<file path="config.mk">
export PLATFORM = sky130hd
export DESIGN_NAME = mode_reporter
export DESIGN_NICKNAME = d
export VERILOG_FILES = /design/src/rtl/mode_reporter.sv
export SDC_FILE = /design/constraint.sdc
export NUM_CORES = 1
export LEC_CHECK = 0
export CAP_MARGIN = 0
export CELL_PAD_IN_SITES_DETAIL_PLACEMENT = 1
export CELL_PAD_IN_SITES_GLOBAL_PLACEMENT = 1
export CORE_UTILIZATION = 30
export DETAILED_ROUTE_END_ITERATION = 8
export HOLD_SLACK_MARGIN = 0.1
export PLACE_DENSITY_LB_ADDON = 0.1
export SLEW_MARGIN = 5
export SYNTH_ARGS = -nofsm -noshare
export SYNTH_HDL_FRONTEND = slang
export SYNTH_SLANG_ARGS = --single-unit
</file>
<file path="constraint.sdc">
create_clock -name clk -period 4.1 [get_ports clk]
set_clock_uncertainty 0.2 [all_clocks]
set_input_delay 0.82 -clock clk [delete_from_list [all_inputs] [get_ports clk]]
set_output_delay 0.82 -clock clk [all_outputs]
set_load 0.05 [all_outputs]
</file>
<file path="src/rtl/mode_reporter.sv">
// mode_reporter: feeds a UART transmitter with either a 3-byte mode report
// frame ('M', rate character, 'F') or single buffered payload bytes.
// Ports:
//   clk, reset     - rising-edge clock, synchronous active-high reset
//   irate_control  - rate setting reported in the frame
//   iData          - payload byte, qualified by the iData_valid strobe
//   iReport        - strobe requesting a report frame
//   itx_busy       - UART transmitter busy flag
//   otx_data       - byte launched to the transmitter
//   otx_start      - registered one-cycle launch strobe
//   obusy          - FSM active or any request pending
//   odrop          - registered one-cycle strobe for a discarded byte
module mode_reporter #(
    parameter int AUTO_REPORT = 1
) (
    input  logic       clk,
    input  logic       reset,
    input  logic [1:0] irate_control,
    input  logic [7:0] iData,
    input  logic       iData_valid,
    input  logic       iReport,
    input  logic       itx_busy,
    output logic [7:0] otx_data,
    output logic       otx_start,
    output logic       obusy,
    output logic       odrop
);

    typedef enum logic [1:0] {
        IDLE  = 2'd0,
        ISSUE = 2'd1,
        GUARD = 2'd2,
        DRAIN = 2'd3
    } state_t;

    state_t     state;
    state_t     next_state;

    logic [1:0] idx;
    logic [1:0] next_idx;
    logic       is_rpt;
    logic       next_is_rpt;
    logic       rpt_pend;
    logic       buf_valid;
    logic [7:0] buf_data;
    logic [1:0] rate_lat;
    logic [1:0] prev_rate;

    logic       issue;
    logic       issue_m;
    logic       issue_data;
    logic [7:0] tx_byte;
    logic [7:0] rate_char;
    logic       bad_byte;
    logic       rate_chg;
    logic       req;
    logic       accept;
    logic       drop;

    always_comb begin
        rate_char = 8'h30;
        unique case (rate_lat)
            2'b00: rate_char = 8'h31;
            2'b01: rate_char = 8'h35;
            2'b10: rate_char = 8'h41;
            2'b11: rate_char = 8'h30;
            default: rate_char = 8'h30;
        endcase
    end

    // Next state plus the byte that goes out if this edge enters ISSUE.
    always_comb begin
        next_state  = state;
        next_idx    = idx;
        next_is_rpt = is_rpt;
        issue_m     = 1'b0;
        issue_data  = 1'b0;
        tx_byte     = otx_data;
        unique case (state)
            IDLE: begin
                if (!itx_busy) begin
                    if (rpt_pend) begin
                        next_state  = ISSUE;
                        next_idx    = 2'd0;
                        next_is_rpt = 1'b1;
                        issue_m     = 1'b1;
                        tx_byte     = 8'h4D;
                    end else if (buf_valid) begin
                        next_state  = ISSUE;
                        next_idx    = 2'd0;
                        next_is_rpt = 1'b0;
                        issue_data  = 1'b1;
                        tx_byte     = buf_data;
                    end
                end
            end
            ISSUE: next_state = GUARD;
            GUARD: next_state = DRAIN;
            DRAIN: begin
                if (!itx_busy) begin
                    if (is_rpt && idx != 2'd2) begin
                        next_state = ISSUE;
                        next_idx   = idx + 2'd1;
                        tx_byte    = (idx == 2'd0) ? rate_char : 8'h46;
                    end else begin
                        next_state = IDLE;
                    end
                end
            end
            default: next_state = IDLE;
        endcase
    end

    assign issue = (next_state == ISSUE);

    always_comb begin
        bad_byte = 1'b0;
        unique case (iData)
            8'h00, 8'h4D, 8'h6D, 8'h46, 8'h66: bad_byte = 1'b1;
            default: bad_byte = 1'b0;
        endcase
    end

    // A byte arriving as the buffered one launches takes the freed slot.
    assign accept   = iData_valid && !bad_byte && (!buf_valid || issue_data);
    assign drop     = iData_valid && !accept;
    assign rate_chg = (AUTO_REPORT != 0) && (irate_control != prev_rate);
    assign req      = iReport || rate_chg;

    always_ff @(posedge clk) begin
        if (reset) begin
            state     <= IDLE;
            idx       <= 2'd0;
            is_rpt    <= 1'b0;
            rpt_pend  <= 1'b0;
            buf_valid <= 1'b0;
            buf_data  <= 8'h00;
            rate_lat  <= 2'b00;
            prev_rate <= irate_control;
            otx_data  <= 8'h00;
            otx_start <= 1'b0;
            odrop     <= 1'b0;
        end else begin
            state     <= next_state;
            idx       <= next_idx;
            is_rpt    <= next_is_rpt;
            prev_rate <= irate_control;
            otx_start <= issue;
            odrop     <= drop;
            if (issue) begin
                otx_data <= tx_byte;
            end
            if (issue_m) begin
                rate_lat <= irate_control;
            end
            // Set wins over clear so a coincident request is kept.
            if (req) begin
                rpt_pend <= 1'b1;
            end else if (issue_m) begin
                rpt_pend <= 1'b0;
            end
            if (accept) begin
                buf_valid <= 1'b1;
                buf_data  <= iData;
            end else if (issue_data) begin
                buf_valid <= 1'b0;
            end
        end
    end

    assign obusy = (state != IDLE) || rpt_pend || buf_valid;

endmodule

</file>
==> out/summary.log <==
qor: critical_path.crit_arrival 1.95 ns
qor: floorplanning.starting_density 31.12%
qor: floorplanning.die_height 69.21 um
qor: clock_tree.post_cts_resized 0
qor: detailed_routing.drc_errors 0
qor: detailed_routing.wl_per_cell 14.75 um
qor: clock_tree.max-clock-path-buffers 2
qor: floorplanning.placement_rows 24
qor: placed_design.place_hpwl 2409 um
qor: run.max_cap_viol_count 0
qor: min_path.min_to buf_data[1]
qor: sta.maxSlewHeadroom 30.56%
qor: final_layout.layout_common_cells dfxtp_1 (29), clkdlybuf4s50_1 (25), a21oi_1 (17)
qor: synth.dominant_combinational_cell_family_by_area_after_synthesis simple AND/OR/NAND/NOR gates
qor: floorplanning.fp.coreArea 0.004354 mm2
qor: placed_design.gp_routability_congestion 0.8165
qor: sta.layout_min_cycle_time 2.974 ns
qor: synth.synth-compound-area-share 20.22%
qor: sta.setup-tns-final 0 ns
qor: min_path.min-delay-start buf_data[1]
qor: sta.timing.fmax 0.3363 GHz
qor: final_layout.layout.cells.most_common dfxtp_1
qor: synth.yosys.cell_types.count 36
qor: synth.synth_adder_area_share 1.847%
qor: power.comb_power_share 22.8%
qor: min_path.worstHoldPathType flop to flop
qor: synth.yosys_register_bits 29
qor: detailed_routing.route.vias.total 1168
qor: synth.synth_simple_gate_area_share 23.18%
qor: synth.postSynthAreaPerCell 9.034 um2
qor: synth.netlist_top_cells_area dfxtp_1 (43%), nand2b_1 (6.9%), a21oi_1 (6.3%)
qor: power.power_density 415.6 mW/mm2
qor: sta.finalHoldViolations 0
qor: final_layout.area_growth 25.85%
qor: power.power_switching_share 30.94%
qor: min_path.whs_path_depth 2
qor: clock_tree.cts_inserted_buffers 5
qor: power.p_sw 0.2193 mW
qor: synth.syn-instance-count 150
qor: clock_tree.cts_root_buf clkbuf_8
qor: power.share_clk_of_total_power 31.8%
qor: detailed_routing.detail_route.iter0.violations 32
qor: synth.yosysWarnings 0
qor: critical_path.critical_path.endpoint_type primary output
qor: sta.worst_pin_slew 1.038 ns
qor: critical_path.timing.critical_path.cells or2_4, or3_1, clkdlybuf4s50_1
qor: synth.synth.cell_area 0.001355 mm2
qor: sta.unrepaired_setup_endpoints_after_global_routing no
qor: clock_tree.tritoncts done
qor: sta.timing.final.setup_violations 0
qor: final_layout.design_area 0.001705 mm2
qor: critical_path.largest_incremental_delay_on_the_critical_path 0.70 ns
qor: global_routing.track_usage 15.36%
qor: critical_path.r2r_slack 2.08 ns
qor: floorplanning.floorplan.die.width 69.21 um
qor: synth.yosysSeqAreaShare 42.84%
qor: final_layout.antenna-diode-count 0
qor: synth.yosys_most_used_dff dfxtp_1
qor: clock_tree.cts.repair_timing.setup_buffer_count 0
qor: placed_design.placed_area 0.001625 mm2
qor: global_routing.wire_length_of_the_first_global_routing_pass 5727 um
qor: sta.fin_crit_sh 72.53%
qor: critical_path.path_max_fanout 6
qor: synth.synthXorXnorAreaFrac 1.293%
qor: global_routing.grt_start_max_net_pins 35
qor: clock_tree.clk_transition_reported_paths 0.06 ns
qor: critical_path.regToRegStartpoint rpt_pend
qor: power.power.share.sequential 45.4%
qor: detailed_routing.drt-vias-per-instance 5.168
qor: global_routing.grt-ovfl-total 0
qor: synth.number_of_flops_mapped_to_enable_cells_by_yosys 0
qor: power.leakage_power_total 0.5943 nW
qor: critical_path.crit_path_top_delay_cell clkdlybuf4s50_1
qor: clock_tree.holdBufCountCts 0
qor: power.vdd_ir_drop_max 0.1716 mV
qor: clock_tree.sink_count_of_the_clock_tree 29
qor: synth.yosys-mux-area-fraction 5.910%
qor: final_layout.post_route_cells_drive_above_1_share 6.322%
qor: final_layout.design.final.nets 190
qor: critical_path.critPathKind flop to primary output
qor: clock_tree.clk-insertion-delay-late 0.28 ns
qor: detailed_routing.route.antenna.remaining_nets 0
qor: critical_path.worst-r2r-cell-count 4
qor: power.int_pwr 0.4895 mW
qor: run_status.run_status finished, final reports clean
qor: detailed_routing.finalWirelength 3334 um
qor: synth.synthDominantAreaCellType dfxtp_1
qor: critical_path.regToRegEndpoint otx_data[3]
qor: placed_design.place.port_buffers 25
qor: synth.postSynth.asyncResetShare 0%
qor: sta.count_of_final_max_slew_check_failures 0
qor: critical_path.critical_path_required 3.08 ns
qor: clock_tree.htree_num_levels 2
qor: floorplanning.die-area 0.004789 mm2
qor: detailed_routing.drtPass1Iterations 4
qor: power.power.total 0.7088 mW
qor: synth.synth_top_area_share 42.84%
qor: critical_path.timing.critical_path.from_type flop
qor: floorplanning.num_io_pins 26
qor: synth.synth_fp_nets 167
qor: global_routing.via_count_of_the_first_global_routing_pass 1187
qor: global_routing.antenna_found_initial 0
==> cells by family (layout without fill, tap and decap cells) <==
kind of cell,Yosys count,count (layout)
buf+inv,14,38
simple gates,53,53
fa+ha+maj,2,2
flops,29,29
xor+xnor,2,2
compound gates,42,42
mux,8,8
==> worst max-delay path by stage <==
stage / end / from / slack (ns)
after floorplan: obusy / state[1] / 1.95
after global placement: buf_data[7] / itx_busy / 1.12
after detailed placement: buf_data[0] / itx_busy / 1.05
after CTS: obusy / state[1] / 1.11
after global routing: obusy / state[1] / 1.05
final: obusy / state[1] / 1.13
==> stage by stage <==
stage,utilization [%],cells,hold WS [ns],worst slack [ns]
2_1_floorplan,-,150,0.2439,1.946
3_3_place_gp,37.33,218,0.2607,1.117
3_5_place_dp,37.33,218,0.2676,1.048
4_1_cts,39.17,226,0.2797,1.110
5_1_grt,39.17,226,0.3040,1.050
6_report,39.17,226,0.2707,1.126
==> layer usage <==
metal / up-vias / GRT usage [%] / wire length (um)
met5: - / 0 / 0
met1: 557 / 18.60 / 1599
met3: 7 / 3.779 / 94
met4: 0 / 8.163 / 75
li1: 587 / - / -
met2: 17 / 25.03 / 1565
==> layout make-up <==
type | count | area, um2
fill | 500 | 2649
multi-input combinational | 107 | 710.7
sequential | 29 | 580.6
timing repair buffer | 25 | 250.2
clock buffer | 8 | 80.08
tap | 52 | 65.06
inverter | 5 | 18.77
==> flip-flops by register name, summed over array words and instances (netlist names), 2 cells and up <==
register / flops
rate_lat: 2
otx_data: 8
idx: 2
prev_rate: 2
buf_data: 8
state: 2
==> synth_stat cells, drive strengths merged, types with 2 or more instances <==
cell	count
a2111oi	2
a21oi	17
and2	3
buf	3
clkbuf	6
dfxtp	29
ha	2
inv	5
mux2i	8
nand2	3
nand2b	15
nand4	3
nand4b	2
nor2	8
nor3	7
nor3b	2
nor4	2
o2111ai	2
o21ai	13
or2	2
or3	2
or4	2
xor2	2
==> critical path: cells and delay by family (launching register included) <==
kind / cells / cell delay (ns)
buf+inv: 1 / 0.70
simple gates: 2 / 0.62
flops: 1 / 0.36
==> power by group through the flow <==
stage          Clock [mW]  Combinational [mW]  Sequential (mW)
2_1_floorplan           0              0.0833            0.351
3_3_place_gp            0               0.159            0.326
3_5_place_dp            0               0.162            0.328
4_1_cts             0.231               0.163            0.322
5_1_grt             0.247               0.175            0.325
6_report            0.226               0.161            0.322
Note: power is estimated with default switching activity, not from simulation.
